===== src/rtl/instruction_memory_loader.sv =====
// Instruction memory loader: writer side of the instruction memory.
// Accepts a framed byte stream (16-bit little-endian word count, little-endian
// 32-bit instruction words, XOR checksum of the data bytes) over valid/ready,
// issues one word write per instruction starting at BASE_ADDR, and keeps the
// core stalled until a load completes with a matching checksum.
//
// Ports:
//   clk, rst_n        clock, asynchronous active-low reset
//   start             single-cycle request to begin a load (IDLE/DONE/ERROR only)
//   rx_data/valid     input byte stream; rx_ready is the loader's accept
//   IM_wr_*           instruction memory write port (one-cycle strobe per word)
//   core_hold         stall the core while loading or after an error
//   load_done/error   outcome of the last load
//   words_written     words written in the current or last load
module instruction_memory_loader #(
  parameter int unsigned        ADDR_W    = 32,
  parameter logic [ADDR_W-1:0]  BASE_ADDR = ADDR_W'(1000),
  parameter int unsigned        MAX_WORDS = 256
) (
  input  logic              clk,
  input  logic              rst_n,
  input  logic              start,
  input  logic [7:0]        rx_data,
  input  logic              rx_valid,
  output logic              rx_ready,
  output logic              IM_wr_en,
  output logic [ADDR_W-1:0] IM_wr_addr,
  output logic [31:0]       IM_wr_data,
  output logic              core_hold,
  output logic              load_done,
  output logic              load_error,
  output logic [15:0]       words_written
);

  typedef enum logic [2:0] {
    StIdle, StLenLo, StLenHi, StData, StWrite, StCsum, StDone, StError
  } state_e;

  state_e            state_q, state_d;
  logic [15:0]       len_q, len_d;
  logic [1:0]        byte_idx_q, byte_idx_d;
  logic [15:0]       word_idx_q, word_idx_d;
  logic [7:0]        csum_q, csum_d;
  logic [31:0]       word_q, word_d;
  logic [ADDR_W-1:0] wr_addr_q, wr_addr_d;
  logic [31:0]       wr_data_q, wr_data_d;
  logic [15:0]       words_written_q, words_written_d;

  logic        xfer;
  logic [15:0] len_new;

  assign xfer    = rx_valid && rx_ready;
  assign len_new = {rx_data, len_q[7:0]};

  always_comb begin
    state_d         = state_q;
    len_d           = len_q;
    byte_idx_d      = byte_idx_q;
    word_idx_d      = word_idx_q;
    csum_d          = csum_q;
    word_d          = word_q;
    wr_addr_d       = wr_addr_q;
    wr_data_d       = wr_data_q;
    words_written_d = words_written_q;

    unique case (state_q)
      StIdle, StDone, StError: begin
        if (start) begin
          state_d         = StLenLo;
          words_written_d = '0;
          byte_idx_d      = '0;
          word_idx_d      = '0;
          csum_d          = '0;
        end
      end
      StLenLo: begin
        if (xfer) begin
          len_d[7:0] = rx_data;
          state_d    = StLenHi;
        end
      end
      StLenHi: begin
        if (xfer) begin
          len_d[15:8] = rx_data;
          if (len_new == 16'd0 || 32'(len_new) > MAX_WORDS) begin
            state_d = StError;
          end else begin
            state_d = StData;
          end
        end
      end
      StData: begin
        if (xfer) begin
          word_d[8*byte_idx_q +: 8] = rx_data;
          csum_d                    = csum_q ^ rx_data;
          byte_idx_d                = byte_idx_q + 2'd1;
          if (byte_idx_q == 2'd3) begin
            // Latch address/data now so the write port is driven from flops
            // and holds its value after the strobe drops.
            wr_addr_d = BASE_ADDR + ADDR_W'({word_idx_q, 2'b00});
            wr_data_d = {rx_data, word_q[23:0]};
            state_d   = StWrite;
          end
        end
      end
      StWrite: begin
        word_idx_d      = word_idx_q + 16'd1;
        words_written_d = words_written_q + 16'd1;
        state_d         = (word_idx_q + 16'd1 == len_q) ? StCsum : StData;
      end
      StCsum: begin
        if (xfer) begin
          state_d = (rx_data == csum_q) ? StDone : StError;
        end
      end
    endcase
  end

  always_ff @(posedge clk or negedge rst_n) begin
    if (!rst_n) begin
      state_q         <= StIdle;
      len_q           <= '0;
      byte_idx_q      <= '0;
      word_idx_q      <= '0;
      csum_q          <= '0;
      word_q          <= '0;
      wr_addr_q       <= '0;
      wr_data_q       <= '0;
      words_written_q <= '0;
    end else begin
      state_q         <= state_d;
      len_q           <= len_d;
      byte_idx_q      <= byte_idx_d;
      word_idx_q      <= word_idx_d;
      csum_q          <= csum_d;
      word_q          <= word_d;
      wr_addr_q       <= wr_addr_d;
      wr_data_q       <= wr_data_d;
      words_written_q <= words_written_d;
    end
  end

  assign rx_ready      = (state_q == StLenLo) || (state_q == StLenHi) ||
                         (state_q == StData)  || (state_q == StCsum);
  assign IM_wr_en      = (state_q == StWrite);
  assign IM_wr_addr    = wr_addr_q;
  assign IM_wr_data    = wr_data_q;
  assign core_hold     = !((state_q == StIdle) || (state_q == StDone));
  assign load_done     = (state_q == StDone);
  assign load_error    = (state_q == StError);
  assign words_written = words_written_q;

endmodule


===== config.mk =====
export PLATFORM = sky130hd
export DESIGN_NAME = instruction_memory_loader
export DESIGN_NICKNAME = d
export VERILOG_FILES = /design/src/rtl/instruction_memory_loader.sv
export SDC_FILE = /design/constraint.sdc
export NUM_CORES = 1
export LEC_CHECK = 0
export CAP_MARGIN = 40
export CORE_MARGIN = 8
export CORE_UTILIZATION = 55
export CTS_CLUSTER_DIAMETER = 100
export DETAILED_ROUTE_END_ITERATION = 12
export GPL_ROUTABILITY_DRIVEN = 0
export HOLD_SLACK_MARGIN = 0.05
export PLACE_DENSITY = 0.81
export SLEW_MARGIN = 10
export SYNTH_ARGS = -nofsm -noshare
export SYNTH_HDL_FRONTEND = slang
export SYNTH_SLANG_ARGS = --single-unit

===== constraint.sdc =====
create_clock -name clk -period 6.8 [get_ports clk]
set_input_delay 1.02 -clock clk [delete_from_list [all_inputs] [get_ports clk]]
set_output_delay 1.02 -clock clk [all_outputs]
set_load 0.02 [all_outputs]

==> metrics.csv <==
metric,value,unit
mux contribution to synthesized area,8.932,%
Synth Area in XOR/XNOR,5.422,%
Nets,768,
post-placement cell area,0.007523,mm^2
synthesis-to-finish area growth,21.06,%
CTS tree,done,
Peak Freq,237.8,MHz
Detail Route Antenna Nets,0,
combinational share of power,32.0,%
total CTS buffers,17,
status,"finished, final reports clean",
overall routed net length,16.48,mm
Initial Util,56.09,%
Synth Area in Compound Gates,11.98,%
post-synthesis sequential area ratio,49.77,%
fraction of layout cells with a size suffix above 1,12.22,%
largest family of logic cells by synthesized area,simple AND/OR/NAND/NOR gates,
post-synthesis simple-gate area fraction,17.07,%
antenna violations before repair,0,
largest net degree at the start of global routing,59,
sw power,1.138,mW
r2r startpoint,state_q[0]$_DFFE_PN0P_,
DRC errors left,0,
via count,5463,
Max-Cap Viols,0,
Detailed Place HPWL,11.10,mm
Worst setup endpoint,IM_wr_en,
iteration count of the initial detailed-routing pass,7,
Worst-Margin Slew,0.9594,ns
die area,0.01605,mm^2
Post-Syn Instances,690,
GRT overflow,0,
ys flop type,dfrtp_1,
number of synthesized flops with an enable pin,0,
crit path DAT,3.19,ns
total negative slack,0,ns
WS Path Type,reg -> out,
deepest clock path buffer count,2,
Port Buf Inserts,81,
Worst slew margin,35.90,%
P per Cell Area,402.8,mW/mm^2
Final setup viols,0,
Hold Startpoint,word_q[1]$_DFFE_PN0P_,
RSZ-0062 raised after global routing,false,
peak supply drop,196.2,uV
number of global-route vias before repair,5394,
Flop pwr share,38.3,%
H-tree levels,4,
Startpoint Class,register,
worst endpoint required time,5.78,ns
num ports,97,
final instance area,0.008157,mm^2
hold-fix buffers at CTS,0,
final hold violation count,0,
first-pass GRT wire length,27.14,mm
Leak,3.604,nW
Crit Reg-Reg Endpoint,words_written[11]$_DFFE_PN0P_,
period utilization,61.85,%
core area,0.01201,mm^2
Switching Fraction,34.64,%
Clock transition at path regs,0.06,ns
number of diodes,0,
YS warnings,0,
Post-CTS Setup Inserts,0,
Die X,126.7,um
routed vias/inst,6.017,
syn avg cell area,9.765,um^2
DRT iter0 DRCs,539,
clk_lat worst skew,0.42,ns
Critical Path Source,state_q[0]$_DFFE_PN0P_,
register-to-register setup slack,3.69,ns
DR WL/cell,18.15,um
cts repair resizes,0,
"Slew Viols, Final",0,
library cells used by synthesis,56,
hold crit path type,reg -> reg,
min Tclk post-route,4.206,ns
GR Util All Layers,20.84,%
Crit. End Element,output pin,
row count,40,
Post-Synth Adder-Cell Area,1.486,%
crit path max fanout,27,
Die H,126.7,um
Reg2Reg Depth,7,
Mapped Area,0.006738,mm^2
Sink Count,134,
Pint,2.147,mW
Synth Register Bits,134,
Clock Skew,0.009030,ns
"FFs w/ async S/R, synth",100.0,%
CTS root buf,clkbuf_16,
clock power share,29.7,%
# fillers,877,
-- power groups by stage --
stage | logic, mW | clock network, mW | registers, mW
floorplan | 0.594 | 0 | 1.30
global placement | 0.986 | 0 | 1.25
detailed placement | 1.03 | 0 | 1.27
CTS | 1.05 | 0.981 | 1.26
global route | 1.15 | 1.02 | 1.29
finish | 1.05 | 0.976 | 1.26
-- cells in the final DEF (no fill, tap or decap), types with 16 or more instances in the layout --
| master | netlist | final |
|---|---|---|
| dfrtp_1 | 134 | 134 |
| o21ai_0 | 95 | 95 |
| nand3_1 | 27 | 26 |
| clkdlybuf4s50_1 | 0 | 80 |
| nand2_1 | 118 | 118 |
| xor2_1 | 16 | 16 |
| mux2_2 | 49 | 49 |
| xnor2_1 | 23 | 23 |
| nor2_1 | 34 | 34 |
| clkbuf_16 | 0 | 17 |
-- sequential cells by signal (all words and copies together), names as in the netlist --
register	flops
csum_q	8
IM_wr_addr	17
word_idx_q	16
byte_idx_q	2
IM_wr_data	32
state_q	3
words_written	16
word_q	24
len_q	16
-- stage by stage --
step           setup WS, ns  util [%]  hold slack (ns)  std cells  power (mW)
2_1_floorplan         4.323         -           0.4460        704       1.892
6_report              2.594     67.91           0.4748        908       3.285
4_1_cts               2.569     67.91           0.4830        908       3.290
3_5_place_dp          2.954     62.64           0.4706        876       2.301
5_1_grt               2.393     67.91           0.5003        908       3.455
3_3_place_gp          3.055     62.36           0.4579        874       2.232
-- metal layers --
metal  GRT usage [%]  part of all wire [%]  routed length, um
met1           25.77                    41               6703
met2           34.91                    50               8222
met3           4.943                   7.3               1211
met4           7.628                   2.1                340
met5               0                     0                  0
-- cell type report --
class | count | area [um^2] | share of cell area [%]
flip-flops and latches | 134 | 3353 | 41.11
multi-input cells | 499 | 3085 | 37.83
repair buffers | 86 | 863.3 | 10.58
clock buffers | 20 | 456.7 | 5.599
well taps | 147 | 183.9 | 2.255
clock inverters | 12 | 176.4 | 2.163
inverters | 10 | 37.54 | 0.4602
-- critical path, cell delays in order, from the launching register on --
cell and delay (ns):
dfrtp_1 0.53, nor2_1 0.20, nand2_1 0.51, inv_1 0.78, clkdlybuf4s50_1 0.74
-- Yosys cell counts (3+ instances only) --
cell | n | area (um^2)
nand2_1 | 118 | 442.9
nand4_1 | 12 | 75.07
buf_2 | 12 | 60.06
o21ai_1 | 3 | 15.01
and4_1 | 4 | 35.03
buf_4 | 16 | 120.1
nor3_1 | 9 | 45.04
o31ai_1 | 7 | 52.55
nand3_1 | 27 | 135.1
or3_1 | 4 | 25.02
a21oi_1 | 13 | 65.06
xor2_1 | 16 | 140.1
and3_1 | 7 | 43.79
nor2_1 | 34 | 127.6
inv_1 | 10 | 37.54
a31oi_1 | 3 | 18.77
mux2i_1 | 5 | 50.05
mux2_2 | 49 | 551.8
xnor2_1 | 23 | 201.4
nor2b_1 | 3 | 18.77
dfrtp_1 | 134 | 3353
ha_1 | 8 | 100.1
clkbuf_1 | 30 | 112.6
and2_1 | 4 | 25.02
nor4_1 | 4 | 25.02
nor3b_1 | 3 | 22.52
o21ai_0 | 95 | 475.5
-- how the worst min path moves through the flow --
stage / end / slack [ns] / cells after the start
after global placement: word_q[2]$_DFFE_PN0P_ / 0.46 / 2
final: word_q[1]$_DFFE_PN0P_ / 0.47 / 2
after detailed placement: word_q[17]$_DFFE_PN0P_ / 0.47 / 2
after CTS: IM_wr_addr[8]$_DFFE_PN0P_ / 0.48 / 2
after floorplan: word_q[0]$_DFFE_PN0P_ / 0.45 / 2
after global routing: IM_wr_addr[6]$_DFFE_PN0P_ / 0.50 / 2
-- kinds of logic (layout without fill, tap and decap cells) --
group	after synthesis	after routing
buffers and inverters	71	128
muxes	54	54
and+or+nand+nor	241	241
xor gates and xnor gates	40	40
DFF	134	134
AOI/OAI and AO/OA	141	141
other	1	15
adders and majority gates	8	8
Power figures use the tool's default switching activity.
